File: config.mk
export PLATFORM = sky130hd
export DESIGN_NAME = uart_cmd_decoder
export DESIGN_NICKNAME = d
export VERILOG_FILES = /design/src/rtl/uart_cmd_decoder.sv
export SDC_FILE = /design/constraint.sdc
export NUM_CORES = 1
export LEC_CHECK = 0
export BUFFER_PORTS_ARGS = -buffer_cell sky130_fd_sc_hd__buf_2
export CAP_MARGIN = 20
export CORE_MARGIN = 3
export CORE_UTILIZATION = 60
export CTS_BUF_LIST = sky130_fd_sc_hd__clkbuf_8
export CTS_CLUSTER_SIZE = 40
export DETAILED_ROUTE_END_ITERATION = 10
export PLACE_DENSITY = 0.8
export REMOVE_ABC_BUFFERS = 1
export SLEW_MARGIN = 5
export SYNTH_ARGS = -nofsm -noshare
export SYNTH_HDL_FRONTEND = slang
export SYNTH_SLANG_ARGS = --single-unit
File: constraint.sdc
create_clock -name iClk -period 4.8 [get_ports iClk]
set_input_delay 0.48 -clock iClk [delete_from_list [all_inputs] [get_ports iClk]]
set_output_delay 0.48 -clock iClk [all_outputs]
set_load 0.01 [all_outputs]
File: src/rtl/uart_cmd_decoder.sv
// Frames single-character UART commands terminated by CR/LF into command pulses
// and stretched virtual button presses for control_unit.
module uart_cmd_decoder #(
    parameter int BTN_HOLD_CYCLES = 1,
    parameter int TIMEOUT_CYCLES  = 100_000_000
) (
    input  logic       iClk,
    input  logic       iRst,
    input  logic [7:0] iRxData,
    input  logic       iRxValid,
    output logic       oBtnC,
    output logic       oBtnU,
    output logic       oBtnD,
    output logic       oBtnL,
    output logic       oBtnR,
    output logic       oTglSw0,
    output logic       oTglSw1,
    output logic       oTglSw2,
    output logic       oTglSw3,
    output logic       oClrSwTgl,
    output logic       oReqWatchRpt,
    output logic       oReqSr04Rpt,
    output logic       oReqTempRpt,
    output logic       oReqHumRpt,
    output logic       oCmdErr
);

    localparam int TW = (TIMEOUT_CYCLES > 0) ? $clog2(TIMEOUT_CYCLES + 1) : 1;
    localparam int HW = (BTN_HOLD_CYCLES > 1) ? $clog2(BTN_HOLD_CYCLES) : 1;
    localparam logic [TW-1:0] TMO       = TW'(TIMEOUT_CYCLES);
    localparam logic [HW-1:0] HOLD_LAST = HW'(BTN_HOLD_CYCLES - 1);

    typedef enum logic [1:0] {IDLE, GOT_CMD, DISCARD} state_t;

    state_t          state, stateNext;
    logic [3:0]      cmdCode, cmdNext;
    logic [TW-1:0]   idleCnt, idleCntNext;
    logic [2:0]      activeBtn, btnNext;
    logic [HW-1:0]   holdCnt, holdNext;
    logic            errNext, execVld, isTerm;
    logic [4:0]      rxDec;

    // Returns {valid, code}; codes 0-4 are the buttons C/U/D/L/R.
    function automatic logic [4:0] decodeByte(input logic [7:0] b);
        logic [7:0] u;
        u = (b >= 8'h61 && b <= 8'h7A) ? b - 8'h20 : b;
        case (u)
            "C": return {1'b1, 4'd0};
            "U": return {1'b1, 4'd1};
            "D": return {1'b1, 4'd2};
            "L": return {1'b1, 4'd3};
            "R": return {1'b1, 4'd4};
            "0": return {1'b1, 4'd5};
            "1": return {1'b1, 4'd6};
            "2": return {1'b1, 4'd7};
            "3": return {1'b1, 4'd8};
            "X": return {1'b1, 4'd9};
            "W": return {1'b1, 4'd10};
            "S": return {1'b1, 4'd11};
            "T": return {1'b1, 4'd12};
            "H": return {1'b1, 4'd13};
            default: return 5'd0;
        endcase
    endfunction

    always_comb begin
        rxDec       = decodeByte(iRxData);
        isTerm      = (iRxData == 8'h0D) || (iRxData == 8'h0A);
        stateNext   = state;
        cmdNext     = cmdCode;
        idleCntNext = '0;
        errNext     = 1'b0;
        execVld     = 1'b0;
        if (iRxValid) begin
            case (state)
                IDLE: begin
                    if (!isTerm) begin
                        if (rxDec[4]) begin
                            cmdNext   = rxDec[3:0];
                            stateNext = GOT_CMD;
                        end else begin
                            errNext   = 1'b1;
                            stateNext = DISCARD;
                        end
                    end
                end
                GOT_CMD: begin
                    stateNext = isTerm ? IDLE : DISCARD;
                    execVld   = isTerm;
                    errNext   = !isTerm;
                end
                DISCARD: if (isTerm) stateNext = IDLE;
                default: stateNext = IDLE;
            endcase
        end else if (state != IDLE && TIMEOUT_CYCLES > 0) begin
            idleCntNext = idleCnt + 1'b1;
            if (idleCntNext == TMO) begin
                idleCntNext = '0;
                stateNext   = IDLE;
                errNext     = (state == GOT_CMD);
            end
        end
    end

    // A new button execute overrides any hold in progress.
    always_comb begin
        btnNext  = activeBtn;
        holdNext = holdCnt;
        if (activeBtn != 3'd0) begin
            if (holdCnt == '0) btnNext = 3'd0;
            else               holdNext = holdCnt - 1'b1;
        end
        if (execVld && cmdCode <= 4'd4) begin
            btnNext  = 3'(cmdCode + 4'd1);
            holdNext = HOLD_LAST;
        end
    end

    always_ff @(posedge iClk or posedge iRst) begin
        if (iRst) begin
            state        <= IDLE;
            idleCnt      <= '0;
            activeBtn    <= 3'd0;
            holdCnt      <= '0;
            oBtnC        <= 1'b0;
            oBtnU        <= 1'b0;
            oBtnD        <= 1'b0;
            oBtnL        <= 1'b0;
            oBtnR        <= 1'b0;
            oTglSw0      <= 1'b0;
            oTglSw1      <= 1'b0;
            oTglSw2      <= 1'b0;
            oTglSw3      <= 1'b0;
            oClrSwTgl    <= 1'b0;
            oReqWatchRpt <= 1'b0;
            oReqSr04Rpt  <= 1'b0;
            oReqTempRpt  <= 1'b0;
            oReqHumRpt   <= 1'b0;
            oCmdErr      <= 1'b0;
        end else begin
            state        <= stateNext;
            idleCnt      <= idleCntNext;
            activeBtn    <= btnNext;
            holdCnt      <= holdNext;
            oBtnC        <= (btnNext == 3'd1);
            oBtnU        <= (btnNext == 3'd2);
            oBtnD        <= (btnNext == 3'd3);
            oBtnL        <= (btnNext == 3'd4);
            oBtnR        <= (btnNext == 3'd5);
            oTglSw0      <= execVld && (cmdCode == 4'd5);
            oTglSw1      <= execVld && (cmdCode == 4'd6);
            oTglSw2      <= execVld && (cmdCode == 4'd7);
            oTglSw3      <= execVld && (cmdCode == 4'd8);
            oClrSwTgl    <= execVld && (cmdCode == 4'd9);
            oReqWatchRpt <= execVld && (cmdCode == 4'd10);
            oReqSr04Rpt  <= execVld && (cmdCode == 4'd11);
            oReqTempRpt  <= execVld && (cmdCode == 4'd12);
            oReqHumRpt   <= execVld && (cmdCode == 4'd13);
            oCmdErr      <= errNext;
        end
    end

    // The latched command is only consumed after it has been written in GOT_CMD.
    always_ff @(posedge iClk) begin
        cmdCode <= cmdNext;
    end

endmodule
==> results of run 1 <==
==> through the flow <==
step,worst slack [ns],instances
after floorplan,1.85,306
after global placement,1.60,385
after detailed placement,1.44,385
after CTS,1.43,393
after global routing,1.17,393
final,1.43,393
==> layout make-up <==
type                       instances  area, um2  area share, %
multi-input combinational        241       1530           48.9
inverter                          17       63.8           2.03
tap                               52       65.1           2.07
sequential                        48       1220           38.9
timing repair buffer              27        140           4.46
clock inverter                     3       46.3           1.47
clock buffer                       5       68.8           2.19
==> cells in the mapped netlist, types with 4 or more instances <==
cell type,n,area (um2)
a211oi_1,4,30.0
a21oi_1,4,20.0
and2_1,6,37.5
and3_1,9,56.3
buf_2,5,25.0
clkbuf_1,9,33.8
dfrtp_1,44,1100
edfxtp_1,4,120
ha_1,6,75.1
inv_1,17,63.8
nand2_1,22,82.6
nand2b_1,4,25.0
nand3_1,23,115
nand3b_1,4,30.0
nand4_1,7,43.8
nor2_1,29,109
nor3_1,21,105
nor3b_1,7,52.6
o21ai_0,10,50.1
or3_1,6,37.5
xnor2_1,18,158
xor2_1,9,78.8
==> worst min path at each step <==
stage	start	to	slack (ns)
4_1_cts	iRst	idleCnt[25]	0.14
3_5_place_dp	iRst	idleCnt[25]	0.48
5_1_grt	iRst	idleCnt[7]	0.16
3_3_place_gp	iRst	idleCnt[25]	0.47
2_1_floorplan	idleCnt[0]	idleCnt[0]	0.48
6_report	iRst	idleCnt[25]	0.13
==> per-layer routing <==
layer | track usage (%) | share of wire [%] | vias up
li1 | - | - | 1176
met1 | 31.0 | 46 | 1127
met2 | 34.5 | 46 | 81
met3 | 3.83 | 5.8 | 14
met4 | 9.32 | 2.3 | 0
met5 | 0 | 0 | -
==> critical path: stages (launching register included) <==
cell and delay (ns):
dfrtp_1 0.42, ha_1 0.27, nand4_1 0.37, or2_1 0.43, or3_1 0.35, a211oi_1 0.23, or4b_4 0.51, nor3_4 0.53
nor3b_1 0.12
==> power breakdown <==
part | leakage, nW | switching (mW) | internal [mW] | total, mW
clock | 0.0548 | 0.139 | 0.157 | 0.296
sequential | 0.653 | 0.00403 | 0.412 | 0.416
combinational | 0.603 | 0.0370 | 0.0182 | 0.0553
==> cell families (layout without fill, tap and decap cells) <==
kind of cell               after synthesis  after routing  share of synthesized area, %
xor gates and xnor gates                27             27                          8.19
muxes                                    3              3                          1.08
DFF                                     48             48                          42.3
buffers and inverters                   32             52                          4.63
AOI/OAI and AO/OA                       45             45                          10.7
adders and majority gates                6              6                          2.60
and+or+nand+nor                        160            160                          30.5
==> reports/metrics.yaml, run 1 <==
die_x_um: 75.4
numPortBuffers: 25
overflow: 0
syn_avg_cell_area_um2: 9.00
dr_total_vias: 2398
criticalPathCategory: "reg -> reg"
clkTransAtPathRegs_ns: 0.09
rows: 24
rr_startpoint: "idleCnt[0]"
ant_nets: 0
largest-register: "idleCnt"
start_kind: "flip-flop"
antennaDiodeCount: 0
htree_num_levels: 2
drcViolationCount: 0
grt_start_max_net_pins: 31
synth_edf_count: 4
ys_seq_elements: 48
drive_gt1_share_pct: 12.9
cts_buffers: 5
core_mm2: 0.00450
dpl_cell_area_mm2: 0.00302
worst-slew-pin-transition_ns: 0.943
endpoint: "idleCnt[16]"
slew_violations: 0
hpwlAfterDp_mm: 4.31
clockBufferDepth: 2
nFillCells: 313
period_minus_slack_ns: 3.37
period_share_pct: 70.2
timing.rr.end: "idleCnt[16]"
skew_ns: 0.00623
final_cell_area_mm2: 0.00314
power_density_mw_per_mm2: 244
yosys.cell_types.count: 56
drtIter0Drc: 179
setup-tns-final_ns: 0
cts_setup_buffers: 0
peakVddDrop_mv: 0.122
async_flop_share_pct: 91.7
die-area_mm2: 0.00568
nets: 357
fmax_mhz: 297
synth_top_flop_cell: "dfrtp_1"
utilization_pct: 69.7
synth_seq_area_share_pct: 42.3
routed_wl_mm: 5.95
wl_per_cell_um: 15.1
globalRouteTotalUtil_pct: 22.3
largest_reg_flops: 27
grt_pass1_wl_mm: 9.78
ys.warnings.count: 0
worstRegToRegCells: 8
clk_latency_ns: 0.30
synth.cell_area_mm2: 0.00289
crit_required_ns: 4.96
grt_pass1_vias: 2162
maxCapViolCount: 0
setup_viol: 0
whs_ns: 0.135
ioPinCount: 26
fin_total_pwr_mw: 0.767
antenna_found_initial: 0
globalplace.congestion: 0.938
regToRegSetupSlack_ns: 1.43
cts_root_buf: "clkbuf_8"
rsz0062_at_grt: "no"
layout_commonest_cell: "dfrtp_1"
die_h_um: 75.4
cp.arrival_ns: 3.53
p_leak_nw: 1.31
top_regs: "idleCnt x27, cmdCode x4, state x2"
clkSinkCount: 48
drtPass1Iterations: 4
min_path_type: "in -> async"
startpoint: "idleCnt[0]"
via_per_inst: 6.10
slew_headroom_pct: 35.5
final_cell_mix: "dfrtp_1 (44), nor2_1 (29), buf_2 (25), nand3_1 (23), nand2_1 (22)"
cts_resized: 0
start_util_pct: 64.1
crit_path_max_fanout: 14
endpoint_kind: "flip-flop"
postCtsHoldBufs: 0
outcome: "finished clean"
finalHoldViolCount: 0
cts_tree: "yes"
syn_to_final_growth_pct: 8.66
syn_inst: 321
Note: power is estimated with default switching activity, not from simulation.
==> run 2, diff against run 1 <==
==> constraint.sdc (replaced) <==
create_clock -name iClk -period 3.4 [get_ports iClk]
set_input_delay 0.34 -clock iClk [delete_from_list [all_inputs] [get_ports iClk]]
set_output_delay 0.34 -clock iClk [all_outputs]
set_load 0.01 [all_outputs]
==> run 2 against run 1 <==
The run now ends with hold timing left. Combinational power grew 42%. Setup slack lost 1.1 ns. Die area is the same.
==> reports/metrics.yaml, run 2 (synthesized netlist as in run 1, its figures left out) <==
clkSinkCount: 48  # unchanged
postCtsHoldBufs: 0  # unchanged
period_minus_slack_ns: 3.05  # -0.318 ns
dr_total_vias: 2417  # +0.79%
skew_ns: 0.00802  # +0.00180 ns
cts_setup_buffers: 0  # unchanged
cts_buffers: 5  # unchanged
slew_headroom_pct: 59.9  # +24 points
largest-register: "idleCnt"
criticalPathCategory: "reg -> reg"
cp.arrival_ns: 3.22  # -0.31 ns
die_x_um: 75.4  # unchanged
start_util_pct: 64.1  # unchanged
clockBufferDepth: 2  # unchanged
globalplace.congestion: 0.896  # -4.5%
die_h_um: 75.4  # unchanged
numPortBuffers: 25  # unchanged
grt_pass1_vias: 2080  # -3.8%
final_cell_mix: "dfrtp_1 (44), nor2_1 (29), buf_2 (25), nand3_1 (23), nand2_1 (22)"
cts_tree: "yes"
setup-tns-final_ns: 0  # unchanged
rsz0062_at_grt: "no"
antenna_found_initial: 0  # unchanged
drcViolationCount: 0  # unchanged
overflow: 0  # unchanged
min_path_type: "in -> async"
largest_reg_flops: 27  # unchanged
crit_path_max_fanout: 14  # unchanged
final_cell_area_mm2: 0.00317  # +1.0%
antennaDiodeCount: 0  # unchanged
worstRegToRegCells: 8  # unchanged
syn_to_final_growth_pct: 9.74
ioPinCount: 26  # unchanged
p_leak_nw: 1.34  # +1.8%
whs_ns: -0.0157  # -0.151 ns
top_regs: "idleCnt x27, cmdCode x4, state x2"
period_share_pct: 89.8  # +20 points
violations: "hold timing"
globalRouteTotalUtil_pct: 22.2  # -0.037 points
finalHoldViolCount: 13  # +13
via_per_inst: 6.09  # -0.22%
cts_root_buf: "clkbuf_8"
drtIter0Drc: 182  # +1.7%
grt_start_max_net_pins: 32  # +3.2%
routed_wl_mm: 5.96  # +0.13%
htree_num_levels: 2  # unchanged
worst-slew-pin-transition_ns: 0.597  # -0.346 ns
drtPass1Iterations: 4  # unchanged
fmax_mhz: 327  # +10%
nets: 361  # +1.1%
slew_violations: 0  # unchanged
hpwlAfterDp_mm: 4.26  # -1.0%
clkTransAtPathRegs_ns: 0.09  # about the same
clk_latency_ns: 0.30  # about the same
die-area_mm2: 0.00568  # unchanged
endpoint_kind: "flip-flop"
maxCapViolCount: 0  # unchanged
power_density_mw_per_mm2: 342  # +40%
setup_viol: 0  # unchanged
start_kind: "flip-flop"
ant_nets: 0  # unchanged
grt_pass1_wl_mm: 9.85  # +0.78%
wl_per_cell_um: 15.0  # -0.87%
peakVddDrop_mv: 0.264  # +120%
rows: 24  # unchanged
core_mm2: 0.00450  # unchanged
cts_resized: 0  # unchanged
layout_commonest_cell: "dfrtp_1"
crit_required_ns: 3.57  # -1.39 ns
dpl_cell_area_mm2: 0.00305  # +0.99%
drive_gt1_share_pct: 13.9  # +1.0 points
outcome: "complete, but fails checks"
==> run 2: changes by cell type in the layout (fill, tap and decap cells not counted) <==
cell        change
buf_4           +4
inv_6           -1
clkinvlp_4      -1
clkinv_4        +2
==> run 2: where the power goes <==
part	switching (mW)	internal, mW
registers	0.00520	0.582
logic	0.0524	0.0259
clock network	0.197	0.222
total	0.254	0.829
==> run 2: routing by layer <==
layer | vias to the layer above | share of wire (%) | GRT usage, %
met3 | 8 | 4.9 | 4.22
li1 | 1181 | - | -
met1 | 1168 | 48 | 33.6
met4 | 0 | 1.3 | 6.60
met5 | - | 0 | 0
met2 | 60 | 46 | 32.4
==> run 2: worst max-delay path, cell delays in order (launching register included) <==
cell and delay [ns]:
dfrtp_1 0.43, ha_1 0.29, nand4_1 0.17, or2_1 0.31, or3_1 0.34, a211oi_1 0.24, or4b_4 0.51, nor3_4 0.52
nor3b_1 0.12
==> run 2: path summary, 6_finish.rpt <==
path                          endpoint  startpoint  slack [ns]
setup reg to reg           idleCnt[16]  idleCnt[0]        0.35
max in group asynchronous  oReqTempRpt        iRst        2.71
min in group iClk             state[1]    iRxValid        0.37
hold reg to reg             idleCnt[0]  idleCnt[0]        0.55
setup / recovery           idleCnt[16]  idleCnt[0]        0.35
hold / removal              idleCnt[2]        iRst       -0.02
==> run 2: layout make-up <==
type                    count  area (um2)
clock buffers               5        68.8
inverters                  17        63.8
flip-flops and latches     48        1220
multi-input cells         241        1530
well taps                  52        65.1
fillers                   362        1330
repair buffers             31         170
clock inverters             3        47.5
==> run 2: metrics by stage <==
stage	setup WS, ns	instances	util [%]	power [mW]	hold WS (ns)
floorplan	0.447	306	-	0.644	0.482
global placement	0.484	389	67.8	0.674	0.323
detailed placement	0.356	389	67.8	0.676	0.330
CTS	0.332	397	70.4	1.09	0.00113
global route	0.125	397	70.4	1.13	0.0163
finish	0.346	397	70.4	1.08	-0.0157
==> run 3, diff against run 2 <==
--- a/config.mk
+++ b/config.mk
@@ -5,14 +5,14 @@
 export SDC_FILE = /design/constraint.sdc
 export NUM_CORES = 1
 export LEC_CHECK = 0
-export BUFFER_PORTS_ARGS = -buffer_cell sky130_fd_sc_hd__buf_2
 export CAP_MARGIN = 20
 export CORE_MARGIN = 3
 export CORE_UTILIZATION = 60
 export CTS_BUF_LIST = sky130_fd_sc_hd__clkbuf_8
 export CTS_CLUSTER_SIZE = 40
 export DETAILED_ROUTE_END_ITERATION = 10
-export PLACE_DENSITY = 0.8
+export DONT_BUFFER_PORTS = 1
+export PLACE_DENSITY = 0.76
 export REMOVE_ABC_BUFFERS = 1
 export SLEW_MARGIN = 5
 export SYNTH_ARGS = -nofsm -noshare
==> run 3 against run 2 <==
The run now ends clean. Non-clock buffer count down 23. Via count down 3.4%. Routed wire length increased by 1.5%. Sequential power is essentially flat. Clock skew grew 0.0044 ns. Critical endpoint is now idleCnt[13]. Highest routed layer unchanged.
==> reports/metrics.yaml, run 3 (synthesized netlist as in run 1, its figures left out) <==
dr_wl_met3_um: 345  # +18%
cp.arrival_ns: 3.22  # about the same
cts_resized: 0  # unchanged
die_x_um: 75.4  # unchanged
wl_met2_mm: 2.74  # +0.40%
start_util_pct: 64.1  # unchanged
routed_wl_mm: 6.05  # +1.5%
cts_buffers: 5  # unchanged
drtPass1Iterations: 4  # unchanged
internal_power_mw: 0.827  # -0.30%
clkSinkCount: 48  # unchanged
endpoint_kind: "flip-flop"
antennaDiodeCount: 0  # unchanged
drtIter0Drc: 180  # -1.1%
ioPinCount: 26  # unchanged
top_regs: "idleCnt x27, cmdCode x4, state x2"
grt_pass1_vias: 2198  # +5.7%
nets: 338  # -6.4%
setup-tns-final_ns: 0  # unchanged
whs_path_depth: 2
clkTransAtPathRegs_ns: 0.09  # about the same
rr_startpoint: "idleCnt[0]"
via_per_inst: 6.25  # +2.6%
netSwitchingFraction_pct: 23.0  # -0.51 points
fin_total_pwr_mw: 1.07  # -0.96%
grt_pass1_wl_mm: 10.1  # +3.0%
final_cell_area_mm2: 0.00307  # -3.2%
clk_latency_ns: 0.31  # about the same
p_leak_nw: 1.22  # -8.6%
regToRegSetupSlack_ns: 0.34  # about the same
overflow: 0  # unchanged
htree_num_levels: 2  # unchanged
period_minus_slack_ns: 3.06  # +0.00994 ns
layout_commonest_cell: "dfrtp_1"
finalHoldViolCount: 0  # -13
numPortBuffers: 0  # -100%
peakVddDrop_mv: 0.210  # -21%
timing.rr.end: "idleCnt[13]"
worstRegToRegCells: 8  # unchanged
syn_to_final_growth_pct: 6.24
top_layer: "met4"
dr_total_vias: 2336  # -3.4%
power_density_mw_per_mm2: 350  # +2.3%
p_comb_share_pct: 5.9  # -1.3 points
largest_reg_flops: 27  # unchanged
setup_viol: 0  # unchanged
globalRouteTotalUtil_pct: 22.9  # +0.67 points
die-area_mm2: 0.00568  # unchanged
clkPwrFrac_pct: 39.3  # +0.7 points
largest-register: "idleCnt"
drive_gt1_share_pct: 7.76  # -6.1 points
slew_headroom_pct: 57.5  # -2.4 points
start_kind: "flip-flop"
cts_tree: "yes"
met1Wirelength_mm: 2.84  # -0.74%
power_frac_seq_pct: 54.8  # +0.6 points
crit_required_ns: 3.56  # about the same
hpwlAfterDp_mm: 4.28  # +0.40%
min_path_type: "in -> reg"
dpl_cell_area_mm2: 0.00293  # -4.0%
hold_path.startpoint: "iRxValid"
antenna_found_initial: 0  # unchanged
slew_violations: 0  # unchanged
whs_ns: 0.209  # +0.225 ns
die_h_um: 75.4  # unchanged
skew_ns: 0.0124  # +0.00436 ns
period_share_pct: 90.1  # +0.29 points
drcViolationCount: 0  # unchanged
globalplace.congestion: 0.918  # +2.4%
criticalPathCategory: "reg -> reg"
final_cell_mix: "dfrtp_1 (44), nor2_1 (29), nand3_1 (23), nand2_1 (22), nor3_1 (21)"
p_sw_mw: 0.246  # -3.1%
rows: 24  # unchanged
holdPathEnd: "state[1]"
ant_nets: 0  # unchanged
cts_root_buf: "clkbuf_8"
maxCapViolCount: 0  # unchanged
rsz0062_at_grt: "no"
clockBufferDepth: 2  # unchanged
outcome: "finished clean"
worst-slew-pin-transition_ns: 0.637  # +0.0403 ns
grt_start_max_net_pins: 32  # unchanged
fmax_mhz: 326  # -0.32%
wl_per_cell_um: 16.2  # +7.7%
core_mm2: 0.00450  # unchanged
crit_path_max_fanout: 14  # unchanged
## run 3: worst max-delay path by stage
stage | startpoint | to | depth (start not counted)
floorplan | idleCnt[0] | idleCnt[16] | 8
global placement | idleCnt[0] | idleCnt[20] | 8
detailed placement | idleCnt[0] | idleCnt[26] | 8
CTS | idleCnt[0] | idleCnt[13] | 8
global route | idleCnt[0] | idleCnt[13] | 8
finish | idleCnt[0] | idleCnt[13] | 8
## run 3: final cells by class
| class | instances | area, um2 |
|---|---|---|
| sequential | 48 | 1220 |
| fill | 373 | 1440 |
| multi-input combinational | 241 | 1540 |
| timing repair buffer | 8 | 66.3 |
| tap | 52 | 65.1 |
| clock buffer | 5 | 68.8 |
| clock inverter | 3 | 46.3 |
| inverter | 17 | 63.8 |
## run 3: stage by stage
stage          setup slack, ns  std cells  util [%]
2_1_floorplan            0.447        306         -
3_3_place_gp             0.449        364      65.1
3_5_place_dp             0.377        364      65.1
4_1_cts                  0.359        373      67.9
5_1_grt                  0.109        374      68.1
6_report                 0.336        374      68.1
## run 3: worst max-delay path: stages, from the launching register on
cell and delay [ns]:
dfrtp_1 0.42, ha_1 0.29, nand4_1 0.16, or2_1 0.31, or3_1 0.35, a211oi_1 0.25, or4b_4 0.51, nor3_4 0.52
nor3_1 0.11
## run 3: layer usage
metal	GRT usage [%]	up-vias
li1	-	1140
met1	32.0	1100
met4	8.16	0
met5	0	-
met3	4.35	16
met2	35.6	80
## run 3: repair_timing
item | 4_1_cts | 5_1_grt
hold buffers | 1 | 0
endpoints found under the hold margin | 13 | 0
buffers inserted | 0 | 0
## run 3: power groups by stage
stage | clock network [mW] | logic, mW | registers [mW]
global route | 0.455 | 0.0722 | 0.589
global placement | 0 | 0.0582 | 0.599
CTS | 0.429 | 0.0613 | 0.588
floorplan | 0 | 0.0461 | 0.598
detailed placement | 0 | 0.0600 | 0.599
finish | 0.421 | 0.0633 | 0.588
